==> config.mk <==
export PLATFORM = sky130hd
export DESIGN_NAME = logic_sweep_ctrl
export DESIGN_NICKNAME = d
export VERILOG_FILES = /design/src/rtl/logic_sweep_pkg.sv /design/src/rtl/logic_sweep_cnt.sv /design/src/rtl/logic_sweep_ctrl.sv
export SDC_FILE = /design/constraint.sdc
export NUM_CORES = 1
export LEC_CHECK = 0
export ABC_AREA = 1
export BUFFER_PORTS_ARGS = -buffer_cell sky130_fd_sc_hd__buf_2
export CORE_MARGIN = 5
export CORE_UTILIZATION = 60
export DETAILED_ROUTE_END_ITERATION = 10
export HOLD_SLACK_MARGIN = 0.06
export PLACE_DENSITY = 0.83
export SKIP_CTS_REPAIR_TIMING = 1
export SYNTH_ARGS = -nofsm -noshare
export SYNTH_HDL_FRONTEND = slang
export SYNTH_SLANG_ARGS = --single-unit
==> constraint.sdc <==
create_clock -name clk -period 2.7 [get_ports clk]
set_input_delay 0.405 -clock clk [delete_from_list [all_inputs] [get_ports clk]]
set_output_delay 0.405 -clock clk [all_outputs]
set_load 0.03 [all_outputs]
==> src/rtl/logic_sweep_pkg.sv <==
// Shared types and defaults for the logic sweep sequencer.
// The default golden table models {X, AB, AC} of the three-input AND/OR network.
package logic_sweep_pkg;

  typedef enum logic [1:0] {
    S_IDLE   = 2'd0,
    S_DRIVE  = 2'd1,
    S_SAMPLE = 2'd2,
    S_DONE   = 2'd3
  } state_t;

  localparam int unsigned N_IN_DEF   = 3;
  localparam int unsigned N_OUT_DEF  = 3;
  localparam int unsigned SETTLE_DEF = 2;
  localparam int unsigned WAIT_W     = 4;

  localparam logic [23:0] EXPECT_GATES = 24'hFA8000;

endpackage

==> src/rtl/logic_sweep_cnt.sv <==
// Settle-wait and vector-index counter pair with terminal-count flags.
// idx_next exposes the index the counter will hold after the coming edge.
module logic_sweep_cnt
  import logic_sweep_pkg::*;
#(
  parameter int unsigned N_IN   = N_IN_DEF,
  parameter int unsigned SETTLE = SETTLE_DEF
) (
  input  logic            clk,
  input  logic            rst_n,
  input  logic            clr,
  input  logic            wait_step,
  input  logic            vec_step,
  output logic [N_IN-1:0] idx,
  output logic [N_IN-1:0] idx_next,
  output logic            wait_tc,
  output logic            idx_tc
);

  localparam logic [WAIT_W-1:0] WAIT_LAST = (SETTLE == 0) ? '0 : WAIT_W'(SETTLE - 1);
  localparam logic [N_IN-1:0]   IDX_LAST  = '1;

  logic [WAIT_W-1:0] wait_q, wait_d;
  logic [N_IN-1:0]   idx_q, idx_d;

  assign wait_tc  = (wait_q == WAIT_LAST);
  assign idx_tc   = (idx_q == IDX_LAST);
  assign idx      = idx_q;
  assign idx_next = idx_d;

  always_comb begin
    wait_d = wait_q;
    idx_d  = idx_q;
    if (clr) begin
      wait_d = '0;
      idx_d  = '0;
    end else if (vec_step) begin
      wait_d = '0;
      idx_d  = idx_q + 1'b1;
    end else if (wait_step) begin
      wait_d = wait_tc ? '0 : wait_q + 1'b1;
    end
  end

  always_ff @(posedge clk or negedge rst_n) begin
    if (!rst_n) begin
      wait_q <= '0;
      idx_q  <= '0;
    end else begin
      wait_q <= wait_d;
      idx_q  <= idx_d;
    end
  end

endmodule

==> src/rtl/logic_sweep_ctrl.sv <==
// Sweeps every input vector onto a combinational unit, compares its outputs
// against a packed golden table and reports pass / fail count / first failure.
module logic_sweep_ctrl
  import logic_sweep_pkg::*;
#(
  parameter int unsigned                    N_IN   = N_IN_DEF,
  parameter int unsigned                    N_OUT  = N_OUT_DEF,
  parameter int unsigned                    SETTLE = SETTLE_DEF,
  parameter logic [(1<<N_IN)*N_OUT-1:0]     EXPECT = EXPECT_GATES
) (
  input  logic             clk,
  input  logic             rst_n,
  input  logic             start,
  input  logic             abort,
  output logic [N_IN-1:0]  stim,
  input  logic [N_OUT-1:0] resp,
  output logic             busy,
  output logic             done,
  output logic             pass,
  output logic [N_IN:0]    fail_count,
  output logic [N_IN-1:0]  first_fail
);

  // With no settle time every vector lives entirely in SAMPLE.
  localparam state_t        S_VEC    = (SETTLE == 0) ? S_SAMPLE : S_DRIVE;
  localparam logic [N_IN:0] FAIL_MAX = {1'b1, {N_IN{1'b0}}};

  state_t state_q, state_d;

  logic [N_IN-1:0] stim_q, stim_d;
  logic            busy_q, busy_d;
  logic            done_q, done_d;
  logic            pass_q, pass_d;
  logic [N_IN:0]   fail_q, fail_d;
  logic [N_IN-1:0] ff_q, ff_d;

  logic            cnt_clr, wait_step, vec_step;
  logic [N_IN-1:0] idx, idx_next;
  logic            wait_tc, idx_tc;
  logic [N_OUT-1:0] golden;
  logic            mismatch;

  logic_sweep_cnt #(
    .N_IN   (N_IN),
    .SETTLE (SETTLE)
  ) u_cnt (
    .clk       (clk),
    .rst_n     (rst_n),
    .clr       (cnt_clr),
    .wait_step (wait_step),
    .vec_step  (vec_step),
    .idx       (idx),
    .idx_next  (idx_next),
    .wait_tc   (wait_tc),
    .idx_tc    (idx_tc)
  );

  assign golden   = EXPECT[idx*N_OUT +: N_OUT];
  assign mismatch = (resp != golden);

  always_ff @(posedge clk or negedge rst_n) begin
    if (!rst_n) begin
      state_q <= S_IDLE;
    end else begin
      state_q <= state_d;
    end
  end

  always_comb begin
    state_d = state_q;
    unique case (state_q)
      S_IDLE:   if (start) state_d = S_VEC;
      S_DRIVE: begin
        if (abort)        state_d = S_IDLE;
        else if (wait_tc) state_d = S_SAMPLE;
      end
      S_SAMPLE: begin
        if (abort)       state_d = S_IDLE;
        else if (idx_tc) state_d = S_DONE;
        else             state_d = S_VEC;
      end
      S_DONE:   state_d = S_IDLE;
      default:  state_d = S_IDLE;
    endcase
  end

  // Outputs are computed from the next state so every port comes from a flop.
  always_comb begin
    cnt_clr   = 1'b0;
    wait_step = 1'b0;
    vec_step  = 1'b0;
    fail_d    = fail_q;
    ff_d      = ff_q;
    pass_d    = pass_q;
    unique case (state_q)
      S_IDLE: begin
        if (start) begin
          cnt_clr = 1'b1;
          fail_d  = '0;
          ff_d    = '0;
          pass_d  = 1'b0;
        end
      end
      S_DRIVE: begin
        if (abort) pass_d = 1'b0;
        else       wait_step = 1'b1;
      end
      S_SAMPLE: begin
        if (abort) begin
          pass_d = 1'b0;
        end else begin
          if (mismatch) begin
            if (fail_q != FAIL_MAX) fail_d = fail_q + 1'b1;
            if (fail_q == '0)       ff_d   = idx;
          end
          if (idx_tc) pass_d   = (fail_d == '0);
          else        vec_step = 1'b1;
        end
      end
      default: ;
    endcase
    stim_d = (state_d == S_DRIVE || state_d == S_SAMPLE) ? idx_next : '0;
    busy_d = (state_d != S_IDLE);
    done_d = (state_d == S_DONE);
  end

  always_ff @(posedge clk or negedge rst_n) begin
    if (!rst_n) begin
      stim_q <= '0;
      busy_q <= 1'b0;
      done_q <= 1'b0;
      pass_q <= 1'b0;
      fail_q <= '0;
      ff_q   <= '0;
    end else begin
      stim_q <= stim_d;
      busy_q <= busy_d;
      done_q <= done_d;
      pass_q <= pass_d;
      fail_q <= fail_d;
      ff_q   <= ff_d;
    end
  end

  assign stim       = stim_q;
  assign busy       = busy_q;
  assign done       = done_q;
  assign pass       = pass_q;
  assign fail_count = fail_q;
  assign first_fail = ff_q;

endmodule
# [Yosys cells after proc, flatten, opt, wreduce, memory -nomap -nowiden]
# Index checks and enable logic that the tools add are counted.
[totals] mem_bits_rw=0 latchBits=0 output_inout_bits=13 mem_bits_ro=0 wordCells=78 register_bits=22 memories=0 input_bits=7
[op_classes] mul=1 shift=1 bitwise=0 magnitude_cmp=0 add_sub_neg=3 n_div=0 n_reduce_logical=11 muxes=37 eq_ne=16
[op_table] operator="$mux W4" count=10
[op_table] operator="$shiftx A24 B6 Y3 const A" count=1
[op_table] operator="$mux W3" count=7
[op_table] operator="$mux W1" count=11
[op_table] operator="$mux W2" count=5
[op_table] operator="$ne A2 B2 Y1 const B" count=5
[op_table] operator="$add A4 B1 Y4 const B" count=2
[op_table] operator="$eq A2 B2 Y1 const B" count=4
[op_table] operator="$logic_not A4 Y1" count=2
[op_table] operator="$pmux W2 S4" count=1
[op_table] operator="$pmux W4 S2" count=1
[op_table] operator="$pmux W3 S2" count=1
[op_table] operator="$reduce_bool A3 Y1" count=2
[op_table] operator="$mul A3 B2 Y5 const B" count=1
[op_table] operator="$reduce_and A5 Y1" count=1
[op_table] operator="$eq A2 B1 Y1 const B" count=2
[op_table] operator="$eq A4 B1 Y1 const B" count=1
[op_table] operator="$ne A4 B4 Y1 const B" count=1
[op_table] operator="$reduce_and A4 Y1" count=1
[op_table] operator="$reduce_bool A2 Y1" count=2
[op_table] operator="$add A3 B1 Y3 const B" count=1
[op_table] operator="$eq A3 B3 Y1 const B" count=1
[op_table] operator="$ne A3 B3 Y1" count=1
[op_table] operator="$ne A3 B3 Y1 const B" count=1
[op_table] operator="4 further kinds" count=4

# [Longest topological paths before layout]
[depth] ltp_word=10 depth_mapped=12 mapped_depth_nobuf=12

# [Modules after synthesis]
# Synthesis repeated with hierarchy kept, for this count alone.
[hier_totals] hier_cells=166 hier_area_um2=1272.5
[modules_own_cells] mod="logic_sweep_ctrl" area_per_inst_um2=878.3 cells_per_inst=116 n_inst=1 seq_area_each_um2=375.4
[modules_own_cells] mod="logic_sweep_cnt" area_per_inst_um2=394.1 cells_per_inst=50 n_inst=1 seq_area_each_um2=175.2

# [Worst setup path after synthesis]
# OpenSTA, ideal clock, no wires.
[synth_timing] path_kind="register to register" from="register u_cnt.idx_q[1] (netlist: u_cnt.idx[1])" to="register stim_q[1] (netlist: stim[1])" path_stages_with_launch=9 arrival_time_ns=1.618 period_less_slack_ns=1.714 required_ns=2.604 setup_ns=0.096 slack_ns=0.986 cell_sequence="dfrtp_1 -> ha_1 -> ha_1 -> inv_1 -> nor2_1 -> a21oi_1 -> ha_1 -> inv_1 -> nor4_2"
[synth_between] elab_chain_len=7 elab_cells_between_ends=14
[synth_rtl] item="start, declared" line_no="logic_sweep_cnt.sv:24" source="logic [N_IN-1:0] idx_q, idx_d;"
[synth_rtl] item="start signal, assigned" line_no="logic_sweep_cnt.sv:51" source="idx_q <= idx_d;"
[synth_rtl] item="$eq A3 B3 Y1" line_no="logic_sweep_cnt.sv:27" source="assign idx_tc = (idx_q == IDX_LAST);"
[synth_rtl] item="$mux W2 / $mux W1 (equally long branches)" line_no="logic_sweep_ctrl.sv:79, logic_sweep_ctrl.sv:116"
[synth_rtl] item="$mux W2 / $mux W1 (equally long branches)" line_no="logic_sweep_ctrl.sv:78, logic_sweep_ctrl.sv:109"
[synth_rtl] item="$pmux W2 S4 / $mux W1 (equally long branches)" line_no="logic_sweep_ctrl.sv:71, logic_sweep_ctrl.sv:95"
[synth_rtl] item="$eq A2 B1 Y1, or another cell as far along" line_no="logic_sweep_ctrl.sv:122" source="stim_d = (state_d == S_DRIVE || state_d == S_SAMPLE) ? idx_next : '0;"
[synth_rtl] item="$logic_or A1 B1 Y1 / $mux W3 (equally long branches)" line_no="logic_sweep_ctrl.sv:122, logic_sweep_cnt.sv:34"
[synth_rtl] item="$mux W3 *" line_no="logic_sweep_ctrl.sv:122"
[synth_rtl] item="named net stim_d[1]" line_no="logic_sweep_ctrl.sv:30" source="logic [N_IN-1:0] stim_q, stim_d;"
[synth_rtl] item="end signal, assigned" line_no="logic_sweep_ctrl.sv:136" source="stim_q <= stim_d;"
[synth_rtl] item="end, declared" line_no="logic_sweep_ctrl.sv:30"
# Mark *: on every way through the listed nets, which the timed path passes. The rest lies on a longest branch.
# A chain may end at the register's enable or synchronous reset.

# [Worst setup path in the final report]
[layout_timing] from="register u_cnt.wait_q[0]" to="register stim_q[2] (netlist: stim[2])"
[layout_between] elab_chain_len=7 elab_cells_between_ends=8
[layout_rtl] item="start, declared" line_no="logic_sweep_cnt.sv:23" source="logic [WAIT_W-1:0] wait_q, wait_d;"
[layout_rtl] item="start signal, assigned" line_no="logic_sweep_cnt.sv:50" source="wait_q <= wait_d;"
[layout_rtl] item="$eq A4 B1 Y1 *" line_no="logic_sweep_cnt.sv:26" source="assign wait_tc = (wait_q == WAIT_LAST);"
[layout_rtl] item="$mux W2 *" line_no="logic_sweep_ctrl.sv:75" source="else if (wait_tc) state_d = S_SAMPLE;"
[layout_rtl] item="$mux W2 *" line_no="logic_sweep_ctrl.sv:74" source="if (abort) state_d = S_IDLE;"
[layout_rtl] item="$pmux W2 S4 *" line_no="logic_sweep_ctrl.sv:71" source="unique case (state_q)"
[layout_rtl] item="named net state_d[0]" line_no="logic_sweep_ctrl.sv:28" source="state_t state_q, state_d;"
[layout_rtl] item="$eq A2 B1 Y1 / $eq A2 B2 Y1 (equally long branches)" line_no="logic_sweep_ctrl.sv:122"
[layout_rtl] item="$logic_or A1 B1 Y1 *" line_no="logic_sweep_ctrl.sv:122"
[layout_rtl] item="$mux W3 *" line_no="logic_sweep_ctrl.sv:122"
[layout_rtl] item="named net stim_d[2]" line_no="logic_sweep_ctrl.sv:30"
# Marks and branches as above.

==> impl_metrics.toml <==
[clocking]
cts_sinks = 22
cts_max_path_buffers = 2
cts_buffers = 3
cts_tree = "done"
worstSkewPairLatency_ns = 0.31
clock-root-buffer = "clkbuf_4"
path_clk_slew_ns = 0.13
htreeDepth = 1

[synthesis]
synth.avg_cell_area_um2 = 8.39
synth.area.top_cells = "dfrtp_1 42%, nand2_1 9.1%, ha_1 8.5%"
yosysUniqueCellTypes = 25
netlist_area_um2 = 1330
yosysTopAreaCellShare_pct = 41.5
yosysWarnings = 0
syn_inst = 158
synth_top_cell_by_area = "dfrtp_1"
synth.net_count = 174
synth_seq_cells = 22
seq_area_frac_synth_pct = 41.5

[drt]
drt_iter0_drc = 51
viasPerCell = 5.40
drtAntennaViolNets = 0
wl_um = 2750
drc_errors = 0
wl_per_cell_um = 13.1
via_count = 1128
first_pass_iters = 4

[timing]
hold_viol_final = 0
setup_ws_ns = 0.752
relSlewSlack_pct = 67.6
maxClockFrequency_mhz = 513
finalCriticalPeriod_ns = 1.95
rsz0062_at_grt = "false"
fin_crit_sh_pct = 72.2
fin_tns_setup_ns = 0
setup_violations = 0
tightest_slew_ns = 0.486
finalClockSkew_ns = 0.00535
maxSlewViolCount = 0

[floorplan]
die-area_um2 = 3250
io_pins = 20
die_y_um = 57.0
die_x_um = 57.0
coreArea_um2 = 2170
start_util_pct = 61.1
rows = 17

[power_and_ir_drop]
switchingPower_mw = 0.442
combPwrFrac_pct = 37.1
leakage_nw = 0.819
powerDensity_nw_per_um2 = 733
irDropWorstVdd_mv = 0.522
swShare_pct = 40.1
pwr-share-seq_pct = 40.0
p_int_mw = 0.662
clkPwrFrac_pct = 22.9

[place]
dp_cells = 204
dpl_worst_slack_ns = 0.754
place_hpwl_um = 2060
portBuffers = 19
gp_congestion = 0.877

[finish]
finalNonFillerCells = 209
nets = 198
n_antenna_cell = 0
syn_to_final_growth_pct = 13.7
fillers = 180
drive_above_1_share_pct = 23.2
final_util_pct = 69.5

[worst_setup_path]
cpMostUsedCell = "inv_1"
crit_path_top_delay_cell = "dfrtp_1"
cp_max_fo = 5
critPathArrivalTime_ns = 2.17
end_kind = "register"
slowest_delay_ns = 0.45
critPathTopFamily = "simple AND/OR/NAND/NOR gates"
critical_path.cell_chain = "ha_1 -> nand2_1 -> nor2_1 -> nor2_1 -> inv_1 -> a21oi_2 -> inv_1 -> ha_1 -> inv_1 -> nor4_2"
cp_num_buf_inv = 3
critPathLaunchType = "register"
required_ns = 2.93
crit_type = "register to register"

[global_routing]
track_usage_pct = 19.4
grt_pass1_wl_um = 4930
grt_max_degree = 23
first_global_vias = 1122
grt-ovfl-total = 0
antenna_found_initial = 0

[job]
max_cap_viol_count = 0

[worst_hold_path]
hold_path.class = "primary input to register"

[run_status]
status = "finished clean"
-- worst paths after layout --
path | cells after the start | to | startpoint | slack [ns]
setup / recovery | 10 | stim[2]$_DFF_PN0_ | u_cnt.wait_q[0]$_DFFE_PN0P_ | 0.75
hold / removal | 3 | state_q[0]$_DFF_PN0_ | start | 0.45
min in group asynchronous | 2 | fail_count[2]$_DFFE_PN0P_ | rst_n | 0.57
hold reg to reg | 2 | pass$_DFFE_PN0P_ | pass$_DFFE_PN0P_ | 0.51
max in group asynchronous | 2 | u_cnt.idx[1]$_DFF_PN0_ | rst_n | 1.79
setup reg to reg | 10 | stim[2]$_DFF_PN0_ | u_cnt.wait_q[0]$_DFFE_PN0P_ | 0.75
-- kinds of logic (layout without fill, tap and decap cells) --
group | after synthesis | count (layout) | synth area share (%)
AO/OA/AOI/OAI | 18 | 18 | 7.36
XOR/XNOR | 4 | 4 | 2.64
AND/OR/NAND/NOR | 75 | 75 | 30.8
adder cells (fa/ha/maj) | 9 | 9 | 8.49
buffers and inverters | 30 | 53 | 9.24
flip-flops | 22 | 22 | 41.5
-- Yosys cell counts --
cell type  count
a21oi_1        4
a21oi_2        1
buf_6          1
clkinv_2       2
dfrtp_1       22
ha_1           9
inv_1         23
inv_2          4
nand2_1       32
nand2_4        1
nand3_1        9
nand3_4        2
nand4_1        3
nor2_1        14
nor2_2         2
nor2_4         2
nor2_8         1
nor3_1         5
nor3_2         2
nor4_2         2
o21ai_0        6
o21ai_1        5
o22ai_1        1
o31ai_1        1
xor2_1         4
-- layer usage --
layer	up-vias	track usage, %	part of all wire (%)
met5	-	0	0
li1	553	-	-
met2	38	33.6	49
met3	8	2.71	6.3
met4	0	6.62	1.4
met1	529	24.7	44
-- worst min-delay path, delay by kind of cell --
kind                   cells  cell delay, ns
and+or+nand+nor            1            0.06
AOI/OAI and AO/OA          1            0.15
buffers and inverters      1            0.09
-- sequential cells by signal (all words and copies together) (netlist names) --
register / flops
u_cnt.wait_q: 4
stim: 3
pass: 1
u_cnt.idx: 3
fail_count: 4
busy: 1
state_q: 2
done: 1
first_fail: 3
-- through the flow --
step / total power [mW] / area, µm² / hold slack, ns
after detailed placement: 0.846 / 1450 / 0.392
after floorplan: 0.750 / 1330 / 0.109
after CTS: 1.11 / 1500 / 0.0437
after global placement: 0.828 / 1450 / 0.385
final: 1.10 / 1510 / 0.446
after global routing: 1.18 / 1510 / 0.468
-- power by group through the flow --
stage / sequential (mW) / clock [mW] / combinational [mW]
floorplan: 0.473 / 0 / 0.277
global placement: 0.443 / 0 / 0.385
detailed placement: 0.445 / 0 / 0.401
CTS: 0.441 / 0.256 / 0.410
global route: 0.453 / 0.270 / 0.458
finish: 0.441 / 0.253 / 0.410
-- placed cells by master, fill, tap and decap left out, drive strengths merged --
cell         count
nor3             7
nand4            3
bufinv           1
o21ai           11
xor2             4
nand3           11
a21oi            5
clkinv           2
buf             19
nor4             2
inv             27
dfrtp           22
ha               9
nor2            19
nand2           33
o22ai            1
clkbuf           3
o31ai            1
dlygate4sd3      1
-- final cells by class --
class	instances	area, µm²	share of cell area [%]
multi-input combinational	106	653	43.3
clock buffer	3	22.5	1.49
clock inverter	1	30.0	1.99
inverter	29	111	7.39
timing repair buffer	20	105	6.97
sequential	22	551	36.5
tap	28	35.0	2.32
(Power assumes the default switching activity.)
